## config.mk

```make
export PLATFORM = sky130hd
export DESIGN_NAME = pipe_stage_elastic_flat
export DESIGN_NICKNAME = d
export VERILOG_FILES = /design/src/rtl/pipe_stage_elastic_if.sv /design/src/rtl/pipe_stage_elastic.sv /design/src/flat_wrapper.sv
export SDC_FILE = /design/constraint.sdc
export NUM_CORES = 1
export LEC_CHECK = 0
export CAP_MARGIN = 20
export CORE_MARGIN = 2
export CORE_UTILIZATION = 45
export CTS_BUF_LIST = sky130_fd_sc_hd__clkbuf_4 sky130_fd_sc_hd__clkbuf_8
export CTS_CLUSTER_SIZE = 40
export DETAILED_ROUTE_END_ITERATION = 16
export DONT_BUFFER_PORTS = 1
export GPL_TIMING_DRIVEN = 0
export PLACE_DENSITY_LB_ADDON = 0.3
export SETUP_SLACK_MARGIN = 0.2
export SLEW_MARGIN = 10
export SYNTH_ARGS = -nofsm -noshare
export SYNTH_HDL_FRONTEND = slang
export SYNTH_SLANG_ARGS = --single-unit
```

## constraint.sdc

```tcl
create_clock -name clk -period 2.66 [get_ports clk]
set_input_delay 0.399 -clock clk [delete_from_list [all_inputs] [get_ports clk]]
set_output_delay 0.399 -clock clk [all_outputs]
set_load 0.1 [all_outputs]
```

## src/rtl/pipe_stage_elastic_if.sv

```systemverilog
// Handshake bundle between a producer, one elastic pipeline stage and its consumer.
// Carries both transfer sides plus flush and the stage status outputs.
// master = the environment around the stage, slave = the stage itself.
interface pipe_stage_elastic_if #(
    parameter int DATA_W = 32,
    parameter int CNT_W  = 16
);
    logic              flush;
    logic              in_valid;
    logic              in_ready;
    logic [DATA_W-1:0] in_data;
    logic              out_valid;
    logic              out_ready;
    logic [DATA_W-1:0] out_data;
    logic [1:0]        occupancy;
    logic [CNT_W-1:0]  stall_cnt;

    modport master (
        output flush, in_valid, in_data, out_ready,
        input  in_ready, out_valid, out_data, occupancy, stall_cnt
    );

    modport slave (
        input  flush, in_valid, in_data, out_ready,
        output in_ready, out_valid, out_data, occupancy, stall_cnt
    );
endinterface

```

## src/rtl/pipe_stage_elastic.sv

```systemverilog
// Elastic pipeline stage register with flush and saturating stall counter; PIPE_SKID_EN adds a skid entry.
// Latency: one falling clk edge from acceptance to out_data/out_valid.
// Backpressure: skid build absorbs one beat and deasserts a registered in_ready; otherwise in_ready = !out_valid || out_ready.
module pipe_stage_elastic #(
    parameter int DATA_W = 32,
    parameter int CNT_W  = 16
) (
    input  logic                  clk,
    input  logic                  reset,
    pipe_stage_elastic_if.slave   bus
);

    typedef enum logic [1:0] {
        ST_EMPTY = 2'd0,
        ST_ONE   = 2'd1,
        ST_TWO   = 2'd2
    } state_t;

    state_t            state_q;
    logic [DATA_W-1:0] main_q;
    logic              out_valid_q;
    logic [1:0]        occupancy_q;
    logic [CNT_W-1:0]  stall_cnt_q;
    logic [CNT_W-1:0]  stall_cnt_d;
    logic              acc;
    logic              take;

    assign acc  = bus.in_valid && bus.in_ready;
    assign take = out_valid_q && bus.out_ready;

    assign bus.out_valid = out_valid_q;
    assign bus.out_data  = main_q;
    assign bus.occupancy = occupancy_q;
    assign bus.stall_cnt = stall_cnt_q;

`ifdef PIPE_SKID_EN
    logic [DATA_W-1:0] skid_q;
    logic              in_ready_q;

    // in_ready comes straight from a flop so there is no path from out_ready to in_ready.
    assign bus.in_ready = in_ready_q;

    // Three-state stage FSM (EMPTY/ONE/TWO) with status outputs registered alongside the state.
    always_ff @(negedge clk) begin
        if (reset || bus.flush) begin
            state_q     <= ST_EMPTY;
            main_q      <= '0;
            skid_q      <= '0;
            out_valid_q <= 1'b0;
            in_ready_q  <= 1'b1;
            occupancy_q <= 2'd0;
        end else begin
            case (state_q)
                ST_EMPTY: begin
                    if (acc) begin
                        main_q      <= bus.in_data;
                        state_q     <= ST_ONE;
                        out_valid_q <= 1'b1;
                        occupancy_q <= 2'd1;
                    end
                end
                ST_ONE: begin
                    if (acc && take) begin
                        main_q <= bus.in_data;
                    end else if (acc) begin
                        // Consumer stalled while the producer pushed: park the beat in skid.
                        skid_q      <= bus.in_data;
                        state_q     <= ST_TWO;
                        in_ready_q  <= 1'b0;
                        occupancy_q <= 2'd2;
                    end else if (take) begin
                        state_q     <= ST_EMPTY;
                        out_valid_q <= 1'b0;
                        occupancy_q <= 2'd0;
                    end
                end
                ST_TWO: begin
                    if (take) begin
                        main_q      <= skid_q;
                        state_q     <= ST_ONE;
                        in_ready_q  <= 1'b1;
                        occupancy_q <= 2'd1;
                    end
                end
                default: begin
                    state_q     <= ST_EMPTY;
                    out_valid_q <= 1'b0;
                    in_ready_q  <= 1'b1;
                    occupancy_q <= 2'd0;
                end
            endcase
        end
    end
`else
    // Single entry: a full stage can still accept when the consumer drains it this cycle.
    assign bus.in_ready = !out_valid_q || bus.out_ready;

    // Two-state stage FSM (EMPTY/ONE) with status outputs registered alongside the state.
    always_ff @(negedge clk) begin
        if (reset || bus.flush) begin
            state_q     <= ST_EMPTY;
            main_q      <= '0;
            out_valid_q <= 1'b0;
            occupancy_q <= 2'd0;
        end else begin
            case (state_q)
                ST_EMPTY: begin
                    if (acc) begin
                        main_q      <= bus.in_data;
                        state_q     <= ST_ONE;
                        out_valid_q <= 1'b1;
                        occupancy_q <= 2'd1;
                    end
                end
                ST_ONE: begin
                    // In ONE an accept implies a take, so the entry is simply replaced.
                    if (acc) begin
                        main_q <= bus.in_data;
                    end else if (take) begin
                        state_q     <= ST_EMPTY;
                        out_valid_q <= 1'b0;
                        occupancy_q <= 2'd0;
                    end
                end
                default: begin
                    state_q     <= ST_EMPTY;
                    out_valid_q <= 1'b0;
                    occupancy_q <= 2'd0;
                end
            endcase
        end
    end
`endif

    // Count cycles where valid data is held back by the consumer; saturate, ignore flush cycles.
    always_comb begin
        stall_cnt_d = stall_cnt_q;
        if (out_valid_q && !bus.out_ready && !bus.flush && (stall_cnt_q != {CNT_W{1'b1}})) begin
            stall_cnt_d = stall_cnt_q + CNT_W'(1);
        end
    end

    // Stall counter register; only reset clears it.
    always_ff @(negedge clk) begin
        if (reset) begin
            stall_cnt_q <= '0;
        end else begin
            stall_cnt_q <= stall_cnt_d;
        end
    end

endmodule
```

## src/flat_wrapper.sv

```systemverilog
// flat-port wrapper written by rule: the top's interface ports become plain ports
module pipe_stage_elastic_flat 
#(
    parameter int DATA_W = 32,
    parameter int CNT_W  = 16
)
  (clk, reset, bus_flush, bus_in_valid, bus_in_data, bus_out_ready, bus_in_ready, bus_out_valid, bus_out_data, bus_occupancy, bus_stall_cnt);
  pipe_stage_elastic_if #(.DATA_W(DATA_W), .CNT_W(CNT_W)) bus_i ();
  input  logic clk;
  input  logic reset;
  input wire logic [$bits(bus_i.flush)-1:0] bus_flush;
  input wire logic [$bits(bus_i.in_valid)-1:0] bus_in_valid;
  input wire logic [$bits(bus_i.in_data)-1:0] bus_in_data;
  input wire logic [$bits(bus_i.out_ready)-1:0] bus_out_ready;
  output wire logic [$bits(bus_i.in_ready)-1:0] bus_in_ready;
  output wire logic [$bits(bus_i.out_valid)-1:0] bus_out_valid;
  output wire logic [$bits(bus_i.out_data)-1:0] bus_out_data;
  output wire logic [$bits(bus_i.occupancy)-1:0] bus_occupancy;
  output wire logic [$bits(bus_i.stall_cnt)-1:0] bus_stall_cnt;
  assign bus_i.flush = bus_flush;
  assign bus_i.in_valid = bus_in_valid;
  assign bus_i.in_data = bus_in_data;
  assign bus_i.out_ready = bus_out_ready;
  assign bus_in_ready = bus_i.in_ready;
  assign bus_out_valid = bus_i.out_valid;
  assign bus_out_data = bus_i.out_data;
  assign bus_occupancy = bus_i.occupancy;
  assign bus_stall_cnt = bus_i.stall_cnt;
  pipe_stage_elastic #(.DATA_W(DATA_W), .CNT_W(CNT_W)) u_core (.clk(clk), .reset(reset), .bus(bus_i));
endmodule
```

==> results of run 1 <==
==> report_power, final <==
part	total (W)	leakage (nW)	internal [W]	switching, W
Combinational	0.000106	0.448	0.0000404	0.0000657
Clock	0.000863	0.322	0.000384	0.000479
Sequential	0.000849	0.435	0.000718	0.000130
Total	0.00182	1.20	0.00114	0.000675
==> routing by layer <==
metal	vias to the layer above	GRT usage	part of all wire
met2	85	0.383	0.52
met3	12	0.0967	0.086
met5	-	0	0
li1	1005	-	-
met4	0	0.156	0.019
met1	968	0.236	0.37
==> cell type report <==
| type | instances | area [µm²] | area share |
|---|---|---|---|
| buffer | 19 | 196 | 0.0674 |
| clock buffer | 5 | 68.8 | 0.0236 |
| clock inverter | 52 | 231 | 0.0794 |
| inverter | 1 | 3.75 | 0.00129 |
| multi-input combinational | 180 | 1060 | 0.364 |
| sequential | 49 | 1160 | 0.400 |
| tap | 52 | 65.1 | 0.0223 |
| timing repair buffer | 12 | 123 | 0.0421 |
==> worst paths after layout <==
| path | end | depth (start not counted) |
|---|---|---|
| setup / recovery | bus_in_ready | 1 |
| hold / removal | u_core.bus.out_data[2] | 2 |
| setup reg to reg | u_core.bus.stall_cnt[14] | 6 |
| hold reg to reg | u_core.bus.out_data[2] | 2 |
==> cell families after synthesis <==
| family | after synthesis |
|---|---|
| AND/OR/NAND/NOR | 116 |
| AO/OA/AOI/OAI | 59 |
| flip-flops | 49 |
| buffers and inverters | 21 |
| multiplexers | 3 |
| adder cells (fa/ha/maj) | 1 |
| other | 1 |
==> through the flow <==
stage | hold slack [ns] | setup TNS, ns | instance area [µm²] | setup WS [ns] | power (W)
after floorplan | 0.681 | -8.94 | 2130 | -0.701 | 0.00109
after global placement | 0.688 | -13.53 | 2190 | -0.789 | 0.00111
after detailed placement | 0.692 | -13.98 | 2190 | -0.793 | 0.00111
after CTS | 0.625 | -2.20 | 2790 | -0.463 | 0.00183
after global routing | 0.647 | -4.03 | 2920 | -0.479 | 0.00192
final | 0.621 | -3.29 | 2920 | -0.450 | 0.00182
==> timing repair <==
action	4_1_cts	5_1_grt
setup buffers	7	3
setup endpoints to repair	97	97
resized for setup	72	30
pin swaps	15	13
gates cloned	2	0
==> sequential cells by signal, indices dropped and copies added, names as in the netlist <==
name	count
u_core.bus.out_data	32
u_core.bus.occupancy	1
u_core.bus.stall_cnt	16
==> cells in the final DEF, fill, tap and decap left out, types with 2 or more instances in the layout <==
cell      count
nand3_1      11
clkbuf_1      2
dfxtp_4      49
nor2_1        4
o31ai_1       5
inv_1        50
clkbuf_4      5
buf_4         5
buf_6         7
a21oi_2       4
nor4_4        2
or4_1         6
a21oi_1      41
o21ai_0       5
o31ai_4       2
nand2_1      68
clkbuf_2      3
nor2b_1       2
nand4_1       5
or4_4         4
or3_1         3
clkbuf_8     11
==> results_dict.tcl, run 1 <==
set metrics [dict create \
    outcome "finished, violations left" \
    violations "setup timing" \
    ioPinCount 89 \
    nFillCells 345 \
    yosysMostFrequentCell "nand2_1" \
    cts_root_buf "clkbuf_8" \
    synthFlopType "dfxtp_1" \
    crit_arrival_ns 2.71 \
    gr-total-overflow 0 \
    yosysTopAreaCellShare 0.495 \
    die_x_um 70.4 \
    drv_slew 0 \
    max_stage_delay_ns 0.55 \
    wl_per_cell_um 15.5 \
    synth-edff-count 0 \
    syn-num-nets 288 \
    avgSynthCellArea_um2 7.93 \
    worstSetupStartpointType "flip-flop" \
    dr.pass1.iters 4 \
    fin_ws_ns -0.450 \
    yosysTopAreaCell "dfxtp_1" \
    track_usage 0.231 \
    ff2ff_setup_slack_ns 0.27 \
    cts_hold_buf 0 \
    synth_top_family_by_area "simple AND/OR/NAND/NOR gates" \
    cts_tree "done" \
    hold_start "u_core.bus.out_data[2]" \
    yosys-top-cells-area "dfxtp_1, nand2_1, a21oi_1, or4_1, o31ai_1" \
    cts.sinks 49 \
    rows 24 \
    antenna_found_initial 0 \
    synth_xor_area_frac 0 \
    h-tree-depth 2 \
    async_reset_ff_frac 0 \
    crit_family "flip-flops" \
    vdd_drop_max_v 0.000358 \
    clockBufferDepth 2 \
    nNetsFinal 355 \
    synth_mux_area_frac 0.0164 \
    cp.required_ns 2.26 \
    dr.first_iter.drc_count 73 \
    synthDistinctLibCells 28 \
    grt_pass1_vias 2105 \
    synth_cells 250 \
    utilization 0.679 \
    dp_cells 302 \
    clkLatencyLatePin_ns 0.40 \
    fin_cells 370 \
    p_per_area_nw_per_um2 623 \
    crit_chain "or2b_4" \
    synth_warnings 0 \
    synth_compound_area_frac 0.159 \
    hold_viol 0 \
    grt_max_degree 17 \
    cp-startpoint "u_core.bus.occupancy[0]" \
    setup_viol 26 \
    drc_errors 0 \
    gp_congestion 0.839 \
    dp_hpwl_mm 3.34 \
    crit_path_max_fanout 5 \
    critPathKind "flip-flop to primary output" \
    via_per_inst 5.59 \
    r2r_start "u_core.bus.stall_cnt[1]" \
    skew_ns 0.0324 \
    yosys-top-cells-count "nand2_1, dfxtp_1, a21oi_1" \
    antenna_left 0 \
    hold_path_class "flip-flop to flip-flop" \
    die_y_um 70.4 \
    antenna_cells 0 \
    max_slew_margin 0.633 \
    yosys.area_share.simple 0.277 \
    finalWirelength_mm 5.74 \
    portBuffers 0 \
    core_um2 4290 \
    syn-cell-area_um2 1980 \
    slowest_stage "dfxtp_4" \
    ys_seq_area_frac 0.495 \
    vias 2070 \
    clk_pin_slew_worst_paths_ns 0.04 \
    start_util 0.462 \
    grt_pass1_wl_mm 9.25 \
    synth-seq-cells 49 \
    p_leak_nw 1.20 \
    die_area_um2 4950 \
    drv_cap 0 \
    synthAdderAreaFrac 0.00631 \
    path_buf_inv 0 \
    worst_pin_slew_ns 0.551 \
    drive_gt1_frac 0.349 \
    areaGrowthSynthToFinish_pct 47.1 \
    cp-end-kind "primary output" \
    rsz0062_at_grt "yes" \
    cts_buffers 5 \
]
(Power assumes the default switching activity.)
==> run 2: changes to the inputs <==
--- a/config.mk
+++ b/config.mk
@@ -19,3 +19,4 @@
 export SYNTH_ARGS = -nofsm -noshare
 export SYNTH_HDL_FRONTEND = slang
 export SYNTH_SLANG_ARGS = --single-unit
+export TNS_END_PERCENT = 50
==> run 2 against run 1 <==
Net effect: the flow still finishes with violations (setup timing); cell count down 1.1%; worst hold slack better by 0.0025 ns; via count down 3.5%; combinational power down 4%; non-clock buffer count down 4; largest power group is now registers.
==> results_dict.tcl, run 2 (synthesis results as in run 1) <==
set metrics [dict create \
    clk_pin_slew_worst_paths_ns 0.04 \
    clockBufferDepth 2 \
    hold_path_class "flip-flop to flip-flop" \
    crit_chain "or2b_4" \
    antenna_cells 0 \
    finalSetupTns_ns -2.66 \
    comb_power_share 0.057 \
    crit_path_max_fanout 5 \
    crit_family "flip-flops" \
    wl_per_cell_um 14.5 \
    clockPowerShare 0.464 \
    cts_tree "done" \
    nNetsFinal 351 \
    cts_hold_buf 0 \
    outcome "finished, violations left" \
    p_leak_nw 1.19 \
    max_slew_margin 0.580 \
    grt_pass1_wl_mm 8.51 \
    die_x_um 70.4 \
    core_um2 4290 \
    grt_max_degree 16 \
    drv_slew 0 \
    h-tree-depth 2 \
    drc_errors 0 \
    rows 24 \
    cts_root_buf "clkbuf_8" \
    dp_hpwl_mm 3.22 \
    finalPower_w 0.00178 \
    antenna_left 0 \
    cp-end-kind "primary output" \
    gr-total-overflow 0 \
    final_common_cell "nand2_1" \
    die_y_um 70.4 \
    p_per_area_nw_per_um2 613 \
    fin_ws_ns -0.451 \
    cp.required_ns 2.26 \
    hold_viol 0 \
    gp_congestion 0.792 \
    start_util 0.462 \
    worstSetupStartpointType "flip-flop" \
    violations "setup timing" \
    drive_gt1_frac 0.373 \
    dp_cells 302 \
    drv_cap 0 \
    design_area_um2 2890 \
    cts_buffers 5 \
    mostFrequentLayoutCells "nand2_1, inv_1, dfxtp_4" \
    seq_power_share 0.478 \
    switching_power_w 0.000640 \
    skew_ns 0.0160 \
    via_per_inst 5.46 \
    max_stage_delay_ns 0.56 \
    dr.pass1.iters 4 \
    largest_reg_flops 32 \
    dr.first_iter.drc_count 80 \
    finalWirelength_mm 5.32 \
    die_area_um2 4950 \
    fin_cells 366 \
    cts.sinks 49 \
    vias 1998 \
    rsz0062_at_grt "yes" \
    critPathKind "flip-flop to primary output" \
    worst_pin_slew_ns 0.630 \
    slowest_stage "dfxtp_4" \
    clkLatencyLatePin_ns 0.37 \
    p_sw_frac 0.361 \
    portBuffers 0 \
    crit_arrival_ns 2.71 \
    track_usage 0.211 \
    place_area_um2 2120 \
    p_int_w 0.00113 \
    path_buf_inv 0 \
    antenna_found_initial 0 \
    grt_pass1_vias 1993 \
    ioPinCount 89 \
    dp_slack_ns -0.803 \
    setup_viol 16 \
    areaGrowthSynthToFinish_pct 46.0 \
    vdd_drop_max_v 0.000330 \
]
-- run 2: cell count changes in the layout (fill, tap and decap cells not counted), moves of 2 or more --
cell | previous run | this run
a21oi_1 | 41 | 37
or3_4 | 1 | 4
buf_6 | 7 | 5
buf_4 | 5 | 8
a21oi_2 | 4 | 8
or3_1 | 3 | 0
clkbuf_8 | 11 | 9
or4_4 | 4 | 7
or4_1 | 6 | 3
clkbuf_4 | 5 | 3
-- run 2: power by group through the flow --
| stage | registers (W) | logic [W] | clock network, W |
|---|---|---|---|
| finish | 0.000849 | 0.000102 | 0.000824 |
| global route | 0.000849 | 0.000113 | 0.000945 |
| CTS | 0.000849 | 0.0000964 | 0.000856 |
| detailed placement | 0.000896 | 0.0000907 | 0.000114 |
| global placement | 0.000896 | 0.0000895 | 0.000114 |
| floorplan | 0.000893 | 0.0000766 | 0.000114 |
-- run 2: final timing paths --
kind	startpoint	to	slack [ns]	depth (start not counted)
setup / recovery	u_core.bus.occupancy[0]	bus_in_ready	-0.45	1
hold / removal	u_core.bus.out_data[1]	u_core.bus.out_data[1]	0.62	2
setup reg to reg	u_core.bus.stall_cnt[0]	u_core.bus.stall_cnt[2]	0.26	6
hold reg to reg	u_core.bus.out_data[1]	u_core.bus.out_data[1]	0.62	2
-- run 2: cell type report --
| class | count | area (µm²) |
|---|---|---|
| Fill cell | 369 | 1400 |
| Sequential cell | 49 | 1160 |
| Multi-Input combinational cell | 180 | 1090 |
| Clock inverter | 52 | 228 |
| Buffer | 19 | 194 |
| Timing Repair Buffer | 8 | 78.8 |
| Clock buffer | 5 | 68.8 |
| Tap cell | 52 | 65.1 |
| Inverter | 1 | 3.75 |
-- run 2: worst register-to-register path, stage by stage (launching register included) --
cell	delay, ns
dfxtp_4	0.56
ha_1	0.29
nand4_1	0.18
buf_4	0.22
or4_1	0.58
nand3_1	0.12
mux2_2	0.33
-- run 2: per-stage QoR --
| step | utilization | hold slack (ns) |
|---|---|---|
| 2_1_floorplan | - | 0.743 |
| 3_3_place_gp | 0.495 | 0.757 |
| 3_5_place_dp | 0.495 | 0.764 |
| 4_1_cts | 0.636 | 0.623 |
| 5_1_grt | 0.674 | 0.643 |
| 6_report | 0.674 | 0.623 |
-- run 2: what timing repair did --
action                     CTS  global route
gates cloned                 0             1
pin swaps                   17             9
setup endpoints to repair   97            96
resized for setup          121            39
buffers inserted             3             4
-- run 2: routing by layer --
layer / global-route usage / wire (µm)
met5: 0 / 0
met4: 0.118 / 36
met3: 0.107 / 421
met2: 0.342 / 2770
met1: 0.219 / 2100
